$ cat config.mk
export PLATFORM = sky130hd
export DESIGN_NAME = spi_slave_param
export DESIGN_NICKNAME = d
export VERILOG_FILES = /design/src/rtl/spi_pkg.sv /design/src/rtl/spi_tx_shifter.sv /design/src/rtl/spi_slave_param.sv
export SDC_FILE = /design/constraint.sdc
export NUM_CORES = 1
export LEC_CHECK = 0
export BUFFER_PORTS_ARGS = -buffer_cell sky130_fd_sc_hd__buf_2
export CAP_MARGIN = 0
export CORE_MARGIN = 5
export CORE_UTILIZATION = 40
export DETAILED_ROUTE_END_ITERATION = 8
export GPL_ROUTABILITY_DRIVEN = 0
export SYNTH_ARGS = -nofsm -noshare
export SYNTH_HDL_FRONTEND = slang
export SYNTH_SLANG_ARGS = --single-unit
$ cat constraint.sdc
create_clock -name clk -period 2.2 [get_ports clk]
set_input_delay 0.22 -clock clk [delete_from_list [all_inputs] [get_ports clk]]
set_output_delay 0.22 -clock clk [all_outputs]
set_load 0.02 [all_outputs]
$ cat src/rtl/spi_pkg.sv
// Shared definitions for the SPI slave front-end: FSM state encoding,
// the two-bit command codes, and the frame-width derivation.
package spi_pkg;

  typedef enum logic [2:0] {
    IDLE      = 3'd0,
    CHK_CMD   = 3'd1,
    WRITE     = 3'd2,
    READ_ADD  = 3'd3,
    READ_DATA = 3'd4,
    TX_WAIT   = 3'd5,
    TX_SHIFT  = 3'd6,
    WAIT_SS   = 3'd7
  } spi_state_t;

  localparam logic [1:0] CMD_WR_ADDR = 2'b00;
  localparam logic [1:0] CMD_WR_DATA = 2'b01;
  localparam logic [1:0] CMD_RD_ADDR = 2'b10;
  localparam logic [1:0] CMD_RD_DATA = 2'b11;

  // A frame is the payload plus the two command bits in front of it.
  function automatic int frame_w(input int payload_w);
    return payload_w + 2;
  endfunction

endpackage

$ cat src/rtl/spi_tx_shifter.sv
// Parallel-load, MSB-first serialiser for read data. Loading drives the
// MSB on MISO in the very next cycle; the remaining bits follow one per
// cycle while shift_en is high, after which MISO returns to 0.
// done is high while the last bit is on MISO.
module spi_tx_shifter
  import spi_pkg::*;
#(
  parameter int PAYLOAD_W = 8
) (
  input  logic                 clk,
  input  logic                 rst,
  input  logic                 load,
  input  logic                 shift_en,
  input  logic                 clr,
  input  logic [PAYLOAD_W-1:0] load_data,
  output logic                 miso,
  output logic                 done
);

  localparam int CNT_W = (PAYLOAD_W > 2) ? $clog2(PAYLOAD_W) : 1;

  logic [PAYLOAD_W-1:0] data_reg;
  logic [PAYLOAD_W-1:0] data_shifted;
  logic [PAYLOAD_W-1:0] load_shifted;
  logic [CNT_W-1:0]     cnt_reg;
  logic                 miso_reg;
  logic                 busy_reg;

  // One-position shift toward the MSB for both the held word and the
  // word being loaded (its MSB goes straight to MISO).
  assign data_shifted[0] = 1'b0;
  assign load_shifted[0] = 1'b0;
  generate
    for (genvar gi = 1; gi < PAYLOAD_W; gi++) begin : g_shift
      assign data_shifted[gi] = data_reg[gi-1];
      assign load_shifted[gi] = load_data[gi-1];
    end
  endgenerate

  assign miso = miso_reg;
  assign done = busy_reg && (cnt_reg == '0);

  // Load/shift register; cnt_reg counts bits still to come after the one on MISO.
  always_ff @(posedge clk or posedge rst) begin
    if (rst) begin
      data_reg <= '0;
      cnt_reg  <= '0;
      miso_reg <= 1'b0;
      busy_reg <= 1'b0;
    end else if (clr) begin
      data_reg <= '0;
      cnt_reg  <= '0;
      miso_reg <= 1'b0;
      busy_reg <= 1'b0;
    end else if (load) begin
      miso_reg <= load_data[PAYLOAD_W-1];
      data_reg <= load_shifted;
      cnt_reg  <= CNT_W'(PAYLOAD_W-1);
      busy_reg <= 1'b1;
    end else if (shift_en && busy_reg) begin
      if (cnt_reg == '0) begin
        miso_reg <= 1'b0;
        busy_reg <= 1'b0;
      end else begin
        miso_reg <= data_reg[PAYLOAD_W-1];
        data_reg <= data_shifted;
        cnt_reg  <= cnt_reg - 1'b1;
      end
    end
  end

endmodule

$ cat src/rtl/spi_slave_param.sv
// SPI slave front-end for the RAM subsystem. Collects FRAME_W-bit command
// frames from MOSI, checks the command against the read route, hands good
// frames to the RAM side, and serialises read data from the RAM onto MISO.
module spi_slave_param
  import spi_pkg::*;
#(
  parameter int PAYLOAD_W = 8
) (
  input  logic                     clk,
  input  logic                     rst,
  input  logic                     SS_n,
  input  logic                     MOSI,
  input  logic [PAYLOAD_W-1:0]     tx_data,
  input  logic                     tx_valid,
  output logic                     tx_ready,
  output logic                     MISO,
  output logic [PAYLOAD_W+1:0]     rx_data,
  output logic                     rx_valid,
  output logic                     frame_err,
  output logic                     cmd_err
);

  localparam int FRAME_W = frame_w(PAYLOAD_W);
  localparam int CNT_W   = $clog2(FRAME_W + 1);

  spi_state_t state_reg, state_next;

  // Bits already received in this frame; the incoming MOSI bit completes it.
  logic [FRAME_W-2:0] shift_reg, shift_next;
  logic [CNT_W-1:0]   bit_cnt_reg, bit_cnt_next;
  logic [FRAME_W-1:0] rx_data_reg, rx_data_next;
  logic               rx_valid_reg, rx_valid_next;
  logic               frame_err_reg, frame_err_next;
  logic               cmd_err_reg, cmd_err_next;
  logic               addr_seen_reg, addr_seen_next;

  logic [FRAME_W-1:0] frame_in;
  logic [1:0]         frame_cmd;
  logic               cmd_ok;
  logic               last_bit;
  logic               tx_load;
  logic               tx_clr;
  logic               tx_done;

  assign frame_in  = {shift_reg, MOSI};
  assign frame_cmd = frame_in[FRAME_W-1 -: 2];
  assign last_bit  = (bit_cnt_reg == CNT_W'(FRAME_W-1));

  // A read route must carry the matching read command; writes accept either write code.
  always_comb begin
    cmd_ok = 1'b0;
    case (state_reg)
      WRITE:     cmd_ok = (frame_cmd == CMD_WR_ADDR) || (frame_cmd == CMD_WR_DATA);
      READ_ADD:  cmd_ok = (frame_cmd == CMD_RD_ADDR);
      READ_DATA: cmd_ok = (frame_cmd == CMD_RD_DATA);
      default:   cmd_ok = 1'b0;
    endcase
  end

  // State register.
  always_ff @(posedge clk or posedge rst) begin
    if (rst) begin
      state_reg <= IDLE;
    end else begin
      state_reg <= state_next;
    end
  end

  // Next-state, datapath and flag logic; an SS_n release always takes priority.
  always_comb begin
    state_next     = state_reg;
    shift_next     = shift_reg;
    bit_cnt_next   = bit_cnt_reg;
    rx_data_next   = rx_data_reg;
    rx_valid_next  = 1'b0;
    frame_err_next = 1'b0;
    cmd_err_next   = 1'b0;
    addr_seen_next = addr_seen_reg;
    tx_load        = 1'b0;
    tx_clr         = 1'b0;

    case (state_reg)
      IDLE: begin
        if (!SS_n) begin
          state_next   = CHK_CMD;
          bit_cnt_next = '0;
        end
      end

      CHK_CMD: begin
        if (SS_n) begin
          state_next     = IDLE;
          frame_err_next = 1'b1;
          bit_cnt_next   = '0;
        end else begin
          shift_next   = {{(FRAME_W-2){1'b0}}, MOSI};
          bit_cnt_next = CNT_W'(1);
          if (!MOSI) begin
            state_next = WRITE;
          end else if (addr_seen_reg) begin
            state_next = READ_DATA;
          end else begin
            state_next = READ_ADD;
          end
        end
      end

      WRITE, READ_ADD, READ_DATA: begin
        if (SS_n) begin
          state_next     = IDLE;
          frame_err_next = 1'b1;
          bit_cnt_next   = '0;
        end else begin
          shift_next = frame_in[FRAME_W-2:0];
          if (last_bit) begin
            bit_cnt_next = '0;
            if (cmd_ok) begin
              rx_data_next  = frame_in;
              rx_valid_next = 1'b1;
              if (state_reg == READ_DATA) begin
                state_next     = TX_WAIT;
                addr_seen_next = 1'b0;
              end else begin
                state_next = WAIT_SS;
                if (state_reg == READ_ADD) begin
                  addr_seen_next = 1'b1;
                end
              end
            end else begin
              cmd_err_next = 1'b1;
              state_next   = WAIT_SS;
            end
          end else begin
            bit_cnt_next = bit_cnt_reg + 1'b1;
          end
        end
      end

      TX_WAIT: begin
        if (SS_n) begin
          state_next     = IDLE;
          frame_err_next = 1'b1;
        end else if (tx_valid) begin
          tx_load    = 1'b1;
          state_next = TX_SHIFT;
        end
      end

      TX_SHIFT: begin
        if (SS_n) begin
          state_next     = IDLE;
          frame_err_next = 1'b1;
          tx_clr         = 1'b1;
        end else if (tx_done) begin
          state_next = WAIT_SS;
        end
      end

      WAIT_SS: begin
        if (SS_n) begin
          state_next = IDLE;
        end
      end

      default: begin
        state_next = IDLE;
      end
    endcase
  end

  // Receive datapath and one-cycle status flags.
  always_ff @(posedge clk or posedge rst) begin
    if (rst) begin
      shift_reg     <= '0;
      bit_cnt_reg   <= '0;
      rx_data_reg   <= '0;
      rx_valid_reg  <= 1'b0;
      frame_err_reg <= 1'b0;
      cmd_err_reg   <= 1'b0;
      addr_seen_reg <= 1'b0;
    end else begin
      shift_reg     <= shift_next;
      bit_cnt_reg   <= bit_cnt_next;
      rx_data_reg   <= rx_data_next;
      rx_valid_reg  <= rx_valid_next;
      frame_err_reg <= frame_err_next;
      cmd_err_reg   <= cmd_err_next;
      addr_seen_reg <= addr_seen_next;
    end
  end

  spi_tx_shifter #(
    .PAYLOAD_W(PAYLOAD_W)
  ) u_tx_shifter (
    .clk      (clk),
    .rst      (rst),
    .load     (tx_load),
    .shift_en (state_reg == TX_SHIFT),
    .clr      (tx_clr),
    .load_data(tx_data),
    .miso     (MISO),
    .done     (tx_done)
  );

  assign tx_ready  = (state_reg == TX_WAIT);
  assign rx_data   = rx_data_reg;
  assign rx_valid  = rx_valid_reg;
  assign frame_err = frame_err_reg;
  assign cmd_err   = cmd_err_reg;

endmodule

* Word-level counts from Yosys, hierarchy flattened
Cells that the tools add are included.
Word-level totals: output and inout bits 15, logic and storage cells 109, register bits after elaboration 43
Operators by class: $add $sub $neg 2, bitwise gates (word level) 1, mux-type cells 55, reductions and logical operators 20, equality and inequality tests 19
Operator list (number):
- $mux 3 | 16
- $mux 8 | 4
- $mux 1 | 25
- $mux 9 | 2
- $pmux 3 s6 | 1
- $pmux 9 s2 | 1
- $eq 3x3->1 const B | 4
- $mux 4 | 3
- $ne 3x3->1 const B | 4
- $pmux 4 s3 | 1
- $reduce_and 5->1 | 2
- $reduce_bool 3->1 | 3
- $ne 2x2->1 const B | 4
- $eq 3x2->1 const B | 2
- $logic_not 3->1 | 2
- $reduce_and 2->1 | 3
- $reduce_or 6->1 | 1
- $add 4x1->4 const B | 1
- $eq 2x2->1 const B | 2
- $eq 4x4->1 const B | 1
- $reduce_and 4->1 | 1
- $reduce_bool 2->1 | 2
- $eq 3x1->1 const B | 1
- $pmux 1 s3 | 1
- 9 further kinds | 10

* Depth between registers and ports, before layout
Gate-level depths: netlist of the first run.
word-level depth 7, gate-level depth with buffers 7

* By module
From an unflattened synthesis of the first run, not the netlist that was laid out.
Unflattened totals: cells, all modules 209, area total of the unflattened synthesis 2204.6 sq um
Modules (own cells, without submodules):
- spi_slave_param | cells an instance 137, instances 1, seq. area each 750.7 sq um, area an instance 1488.9 sq um
- spi_tx_shifter | cells an instance 72, instances 1, seq. area each 300.3 sq um, area an instance 715.7 sq um

* Worst setup path after synthesis of the first run
OpenSTA, ideal clock, no wires.
path kind flip-flop to flip-flop, from reg state_reg[2], to reg u_tx_shifter.data_reg[2], slack 0.241 ns, cell stages (with the launch flop) 8, arrival 1.834 ns, path buffers 3, path through dfrtp_1 buf_2 and3b_1 buf_6 and2_4 buf_6 o311ai_4 mux2_2
On the way: longest elaborated chain between the ends 4, elaborated cells on any way between the ends 10, those cells by class eq/ne: 3; mux: 4; reduce/logical: 3
RTL lines:
- start: declaration | RTL line spi_slave_param.sv:26 | spi_state_t state_reg, state_next;
- start signal: assignment | RTL line spi_slave_param.sv:65 | state_reg <= state_next;
- $eq 3x3->1 *
- named net tx_ready | RTL line spi_slave_param.sv:15 | output logic tx_ready,
- $mux 1 * | RTL line spi_slave_param.sv:82 | case (state_reg)
- $ne 3x3->1 (no source line) (tied with other cells)
- $reduce_and 2->1 (no source line) / $mux 8 (equally long branches)
- end signal: assignment | RTL line spi_tx_shifter.sv:57 | data_reg <= load_shifted;
- end signal: assignment | RTL line spi_tx_shifter.sv:66 | data_reg <= data_shifted;
- end: declaration | RTL line spi_tx_shifter.sv:22 | logic [PAYLOAD_W-1:0] data_reg;
Mark *: on every way through the listed nets, which the timed path passes. The rest lies on a longest branch. A chain may end at the register's enable or synchronous reset.

* Final worst setup path of the first run
from reg state_reg[1], to reg u_tx_shifter.data_reg[2]
On the way: longest elaborated chain between the ends 4, elaborated cells on any way between the ends 10, those cells by class eq/ne: 3; mux: 4; reduce/logical: 3
RTL lines (RTL line):
- $eq 3x3->1, on equally long branches | spi_slave_param.sv:82, spi_slave_param.sv:198
- $mux 1 / $logic_and 1x1->1 (equally long branches) | spi_slave_param.sv:82, spi_tx_shifter.sv:60
- $ne 3x3->1 (no source line) (tied with other cells)
- $reduce_and 2->1 (no source line) / $mux 8 (equally long branches)
Several ways; a longest one is shown, not always the timed one.

==> reports/results.ini, run 1 <==
[synthesis]
synth-seq-cells = 42
synthFlopType = dfrtp_1
syn_avg_cell_area_um2 = 10.7
synth_cell_type_count = 50
yosys_warnings = 0
ys_async_sr_fraction_pct = 100
synth_nets = 215
yosys.area.top_type_share_pct = 49.6
synth_area_leader_cell = dfrtp_1
syn_area_um2 = 2120
synth_edf_count = 0
synth_area_leaders = dfrtp_1 (50%), mux2_2 (7.4%), a22o_1 (4.1%), a21oi_1 (3.1%), o21ai_0 (2.8%)
ys_seq_area_share_pct = 49.6
synth_cells = 198

[drt]
final_antenna_net_count = 0
drc = 0
routed_wirelength_mm = 4.47
num_vias = 1627
drt-wirelength-per-cell_um = 14.7
drt_iter0_drc = 124
drtPass1Iterations = 5
via_per_inst = 5.37

[clock_network]
cts_tree = yes
htreeDepth = 2
cts_buffers = 5
cts_buffer_depth = 2
cts.clk_slew.worst_paths_ns = 0.08
clock-sinks = 42
insertion_delay_ns = 0.29
cts-root-buf = clkbuf_8
post-cts-setup-buffers = 0

[setup_path]
startpoint = state_reg[1]
r2r-start = state_reg[1]
cp.depth = 4
ff2ff_setup_slack_ns = 0.19
critical_path_class = reg -> reg
crit_family = flip-flops
startpoint_type = flip-flop
cpMaxStageDelayCell = dfrtp_1
rr_worst_depth = 4
reg2reg_to = u_tx_shifter.data_reg[2]
cp_cell_sequence = and3b_1 -> and2_4 -> o311ai_4 -> mux2_2
crit_buf_inv = 0
crit_fanout = 16
required_ns = 2.38
endpoint_kind = flip-flop
endpoint = u_tx_shifter.data_reg[2]
critPathArrivalTime_ns = 2.19
max_stage_delay_ns = 0.61

[sta]
tightest_slew_ns = 0.811
setup_tns_ns = 0
slew_headroom_pct = 45.6
timing.final.ws_setup_ns = 0.188
fin_crit_sh_pct = 91.4
fin_crit_ns = 2.01
finalMaxSlewViolations = 0
max_freq_ghz = 0.497
finalHoldViolations = 0
skew_ns = 0.00375
finalSetupViolCount = 0
grt_setup_unrepaired = false

[layout]
largest_reg_flops = 10
area_growth_pct = 16.4
antennaDiodeCount = 0
fin_area_um2 = 2470
nFillCells = 513
drive_gt1_share_pct = 28.8
utilization_pct = 48.0
final_nets = 249

[place]
dp_hpwl_mm = 3.18
dp_slack_ns = 0.198
port_buffers = 27
place_area_um2 = 2350

[floorplanning]
die_h_um = 82.8
rows = 26
core_area_um2 = 5140
dieArea_um2 = 6850
ios = 28
start_util_pct = 41.2
fp.dieW_um = 82.8

[status]
status = completed

[pwr]
ir_drop_uv = 475
leakage_nw = 1.18
powerDensity_nw_per_um2 = 639

[hold_path]
hp-class = in -> reg

[job]
maxCapViolCount = 0

[grt]
grt_pass1_wl_mm = 7.72
antenna_found_initial = 0
overflow = 0
grtUsageTotal_pct = 14.9
grt_pass1_vias = 1535
grt_max_degree = 23

## Yosys cell counts (2+ instances only)
cell type / n
nand2b_1: 4
a22oi_1: 3
nor4bb_1: 2
dfrtp_1: 42
a21oi_1: 13
ha_1: 4
nor2_1: 7
buf_2: 5
a211oi_1: 2
nand2_1: 15
mux2_2: 14
a31oi_1: 6
nand3_1: 6
o22ai_1: 2
inv_1: 10
a22o_1: 10
clkbuf_1: 4
buf_6: 3
nor2b_1: 3
o21ai_0: 12
and3b_1: 2
## power by group
part           internal, W  total (W)  switching, W
registers         0.000812   0.000859     0.0000469
logic            0.0000849   0.000184     0.0000992
clock network     0.000258   0.000532      0.000273
## how the worst min path moves through the flow
stage	cells past startpoint	slack, ns	to	from
global placement	2	0.31	u_tx_shifter.miso	rst
CTS	3	0.13	u_tx_shifter.data_reg[1]	tx_data[0]
finish	3	0.14	u_tx_shifter.data_reg[1]	tx_data[0]
global route	3	0.17	u_tx_shifter.data_reg[1]	tx_data[0]
detailed placement	2	0.31	u_tx_shifter.miso	rst
floorplan	2	0.34	u_tx_shifter.data_reg[1]	tx_data[0]
## worst min-delay path, stage by stage
cell	delay (ns)
buf_2	0.08
nand2_1	0.03
o21ai_0	0.05
## layout by cell type (no fill, tap or decap), drive strengths merged, types with 3 or more instances in the layout
cell | Yosys | routed
nor2b | 3 | 3
a22oi | 3 | 3
nand2 | 15 | 15
buf | 9 | 39
nand3 | 6 | 6
a31oi | 6 | 6
a21oi | 13 | 13
nand2b | 4 | 4
mux2 | 14 | 14
ha | 4 | 4
a22o | 10 | 10
o21ai | 13 | 13
nor2 | 7 | 7
clkbuf | 4 | 6
inv | 10 | 10
dfrtp | 42 | 42
## through the flow
stage,cells,hold slack (ns),power [W]
finish,303,0.135,0.00158
global placement,294,0.306,0.00105
CTS,303,0.130,0.00160
global route,303,0.170,0.00167
detailed placement,294,0.311,0.00106
floorplan,198,0.337,0.000996
## layer usage
metal / GRT usage, % / vias to the layer above / routed length (µm)
met3: 3.67 / 2 / 248
met1: 22.2 / 798 / 2150
met2: 21.3 / 39 / 2040
met5: 0 / - / 0
li1: - / 788 / -
met4: 3.92 / 0 / 33
## repair_timing
action / CTS / global route
endpoints found under the setup margin: 0 / 1
endpoints found under the hold margin: 20 / 0
gates resized for setup: 0 / 1
hold buffers: 1 / 0
## cells by family after synthesis
group,synth area share (%)
compound gates,20.7
simple gates,13.6
fa+ha+maj,2.36
buf+inv,5.43
xor+xnor,0.414
mux,7.91
flops,49.6
## layout make-up
class                      count  area, µm²  area share (%)
tap                           70       87.6            3.55
inverter                      10       37.5            1.52
sequential                    42       1050            42.6
timing repair buffer          40        235            9.54
clock buffer                   6       82.6            3.35
clock inverter                 2       16.3           0.660
multi-input combinational    133        956            38.8
No activity file was read; power rests on OpenSTA's default activity.
==> inputs of run 2 (changes only) <==
Settings changed: CELL_PAD_IN_SITES_DETAIL_PLACEMENT set to 0, CELL_PAD_IN_SITES_GLOBAL_PLACEMENT set to 1, CORE_UTILIZATION 40 to 45, PLACE_DENSITY_LB_ADDON set to 0.1.
==> reports/results.ini, run 2 (same netlist as run 1, synthesis figures left out) <==
[layout]
area_growth_pct = 14.8
layout_commonest_cell = dfrtp_1
drive_gt1_share_pct = 28.4
largest_reg_flops = 10
nFillCells = 421
most-common-layout-cells = dfrtp_1 (42), buf_2 (27), nand2_1 (15)
antennaDiodeCount = 0
final_nets = 248

[clock_network]
clock-sinks = 42
cts_buffers = 5
cts_tree = yes
insertion_delay_ns = 0.30
cts.clk_slew.worst_paths_ns = 0.09
hold_buffers = 0
cts-root-buf = clkbuf_8
cts_buffer_depth = 2
post-cts-setup-buffers = 0
htreeDepth = 2
cts_resized = 0

[sta]
setup_tns_ns = 0
finalHoldViolations = 0
finalSetupViolCount = 0
tightest_slew_ns = 0.530
fin_crit_sh_pct = 92.3
timing.final.ws_setup_ns = 0.169
slew_headroom_pct = 64.6
skew_ns = 0.00837
max_freq_ghz = 0.492
grt_setup_unrepaired = false
fin_crit_ns = 2.03
finalMaxSlewViolations = 0

[floorplanning]
fp.dieW_um = 78.6
rows = 25
core_area_um2 = 4660
start_util_pct = 45.4
dieArea_um2 = 6180
die_h_um = 78.6
ios = 28

[grt]
antenna_found_initial = 0
grt_pass1_vias = 1730
grtUsageTotal_pct = 16.4
overflow = 0
use_met3_pct = 4.70
grt_pass1_wl_mm = 8.04
gr-usage-met1_pct = 20.8
grt_max_degree = 43
use_met2_pct = 25.6
grt.busiest_layer = met2

[pwr]
ir_drop_uv = 373
p_int_w = 0.00115
power_frac_comb_pct = 11.5
clockPowerShare_pct = 34.2
leakage_nw = 1.18
p_switching_w = 0.000428
swShare_pct = 27.1
total_power_w = 0.00158
seq_power_share_pct = 54.2
powerDensity_nw_per_um2 = 650

[drt]
final_antenna_net_count = 0
drtPass1Iterations = 4
num_vias = 1673
routed_wirelength_mm = 4.57
drc = 0
drt_iter0_drc = 124
via_per_inst = 5.85
drt-wirelength-per-cell_um = 16.0

[setup_path]
r2r-start = state_reg[0]
crit_fanout = 18
startpoint = state_reg[0]
endpoint_kind = flip-flop
critical_path_class = reg -> reg
required_ns = 2.44
critPathArrivalTime_ns = 2.27
startpoint_type = flip-flop

[place]
dp_slack_ns = 0.212
dp_hpwl_mm = 3.29
port_buffers = 27

[job]
maxCapViolCount = 0

[hold_path]
hp-class = in -> async

[status]
status = completed

## run 2: cell types whose count changed in the layout (fill, tap and decap cells not counted)
cell	change
dlygate4sd3_1	-1
inv_1	+1
a21oi_1	+1
clkinv_1	-1
a21oi_2	-1
## run 2: metal layers
metal	share of wire, %	up-vias	wire [µm]
met5	0	-	0
met4	2.6	0	121
met3	4.6	15	208
met2	50	42	2290
met1	43	831	1950
li1	-	785	-
## run 2: cell type report
| type | count | area (µm²) | area share (%) |
|---|---|---|---|
| flip-flops and latches | 42 | 1050 | 43.2 |
| multi-input cells | 133 | 952 | 39.1 |
| repair buffers | 39 | 225 | 9.26 |
| clock buffers | 6 | 82.6 | 3.40 |
| well taps | 54 | 67.6 | 2.78 |
| inverters | 10 | 37.5 | 1.54 |
| clock inverters | 2 | 16.3 | 0.669 |
## run 2: power groups by stage
stage | Sequential [W] | Combinational (W) | Clock (W)
floorplan | 0.000857 | 0.000139 | 0
global placement | 0.000871 | 0.000178 | 0
detailed placement | 0.000873 | 0.000184 | 0
CTS | 0.000858 | 0.000185 | 0.000561
global route | 0.000869 | 0.000207 | 0.000594
finish | 0.000858 | 0.000182 | 0.000541
## run 2: metrics by stage
stage | hold slack (ns) | instances | area (µm²) | utilization [%]
after floorplan | 0.337 | 198 | 2120 | -
after global placement | 0.371 | 278 | 2330 | 50.1
after detailed placement | 0.387 | 278 | 2330 | 50.1
after CTS | 0.0540 | 286 | 2430 | 52.2
after global routing | 0.0923 | 286 | 2430 | 52.2
final | 0.0399 | 286 | 2430 | 52.2
## run 2: worst max-delay path, cell delays in order (launching register included)
cell	delay, ns
dfrtp_1	0.55
or3b_2	0.55
a21oi_1	0.46
buf_4	0.25
a22o_1	0.15
## run 2: path summary, 6_finish.rpt
kind / endpoint / slack, ns / depth (start not counted)
worst max-delay path: shift_reg[3] / 0.17 / 4
worst min-delay path: shift_reg[2] / 0.04 / 3
worst max register to register: shift_reg[3] / 0.17 / 4
max in group asynchronous: cmd_err / 1.80 / 3
min in group clk: u_tx_shifter.data_reg[1] / 0.12 / 3
worst min register to register: u_tx_shifter.miso / 0.51 / 1
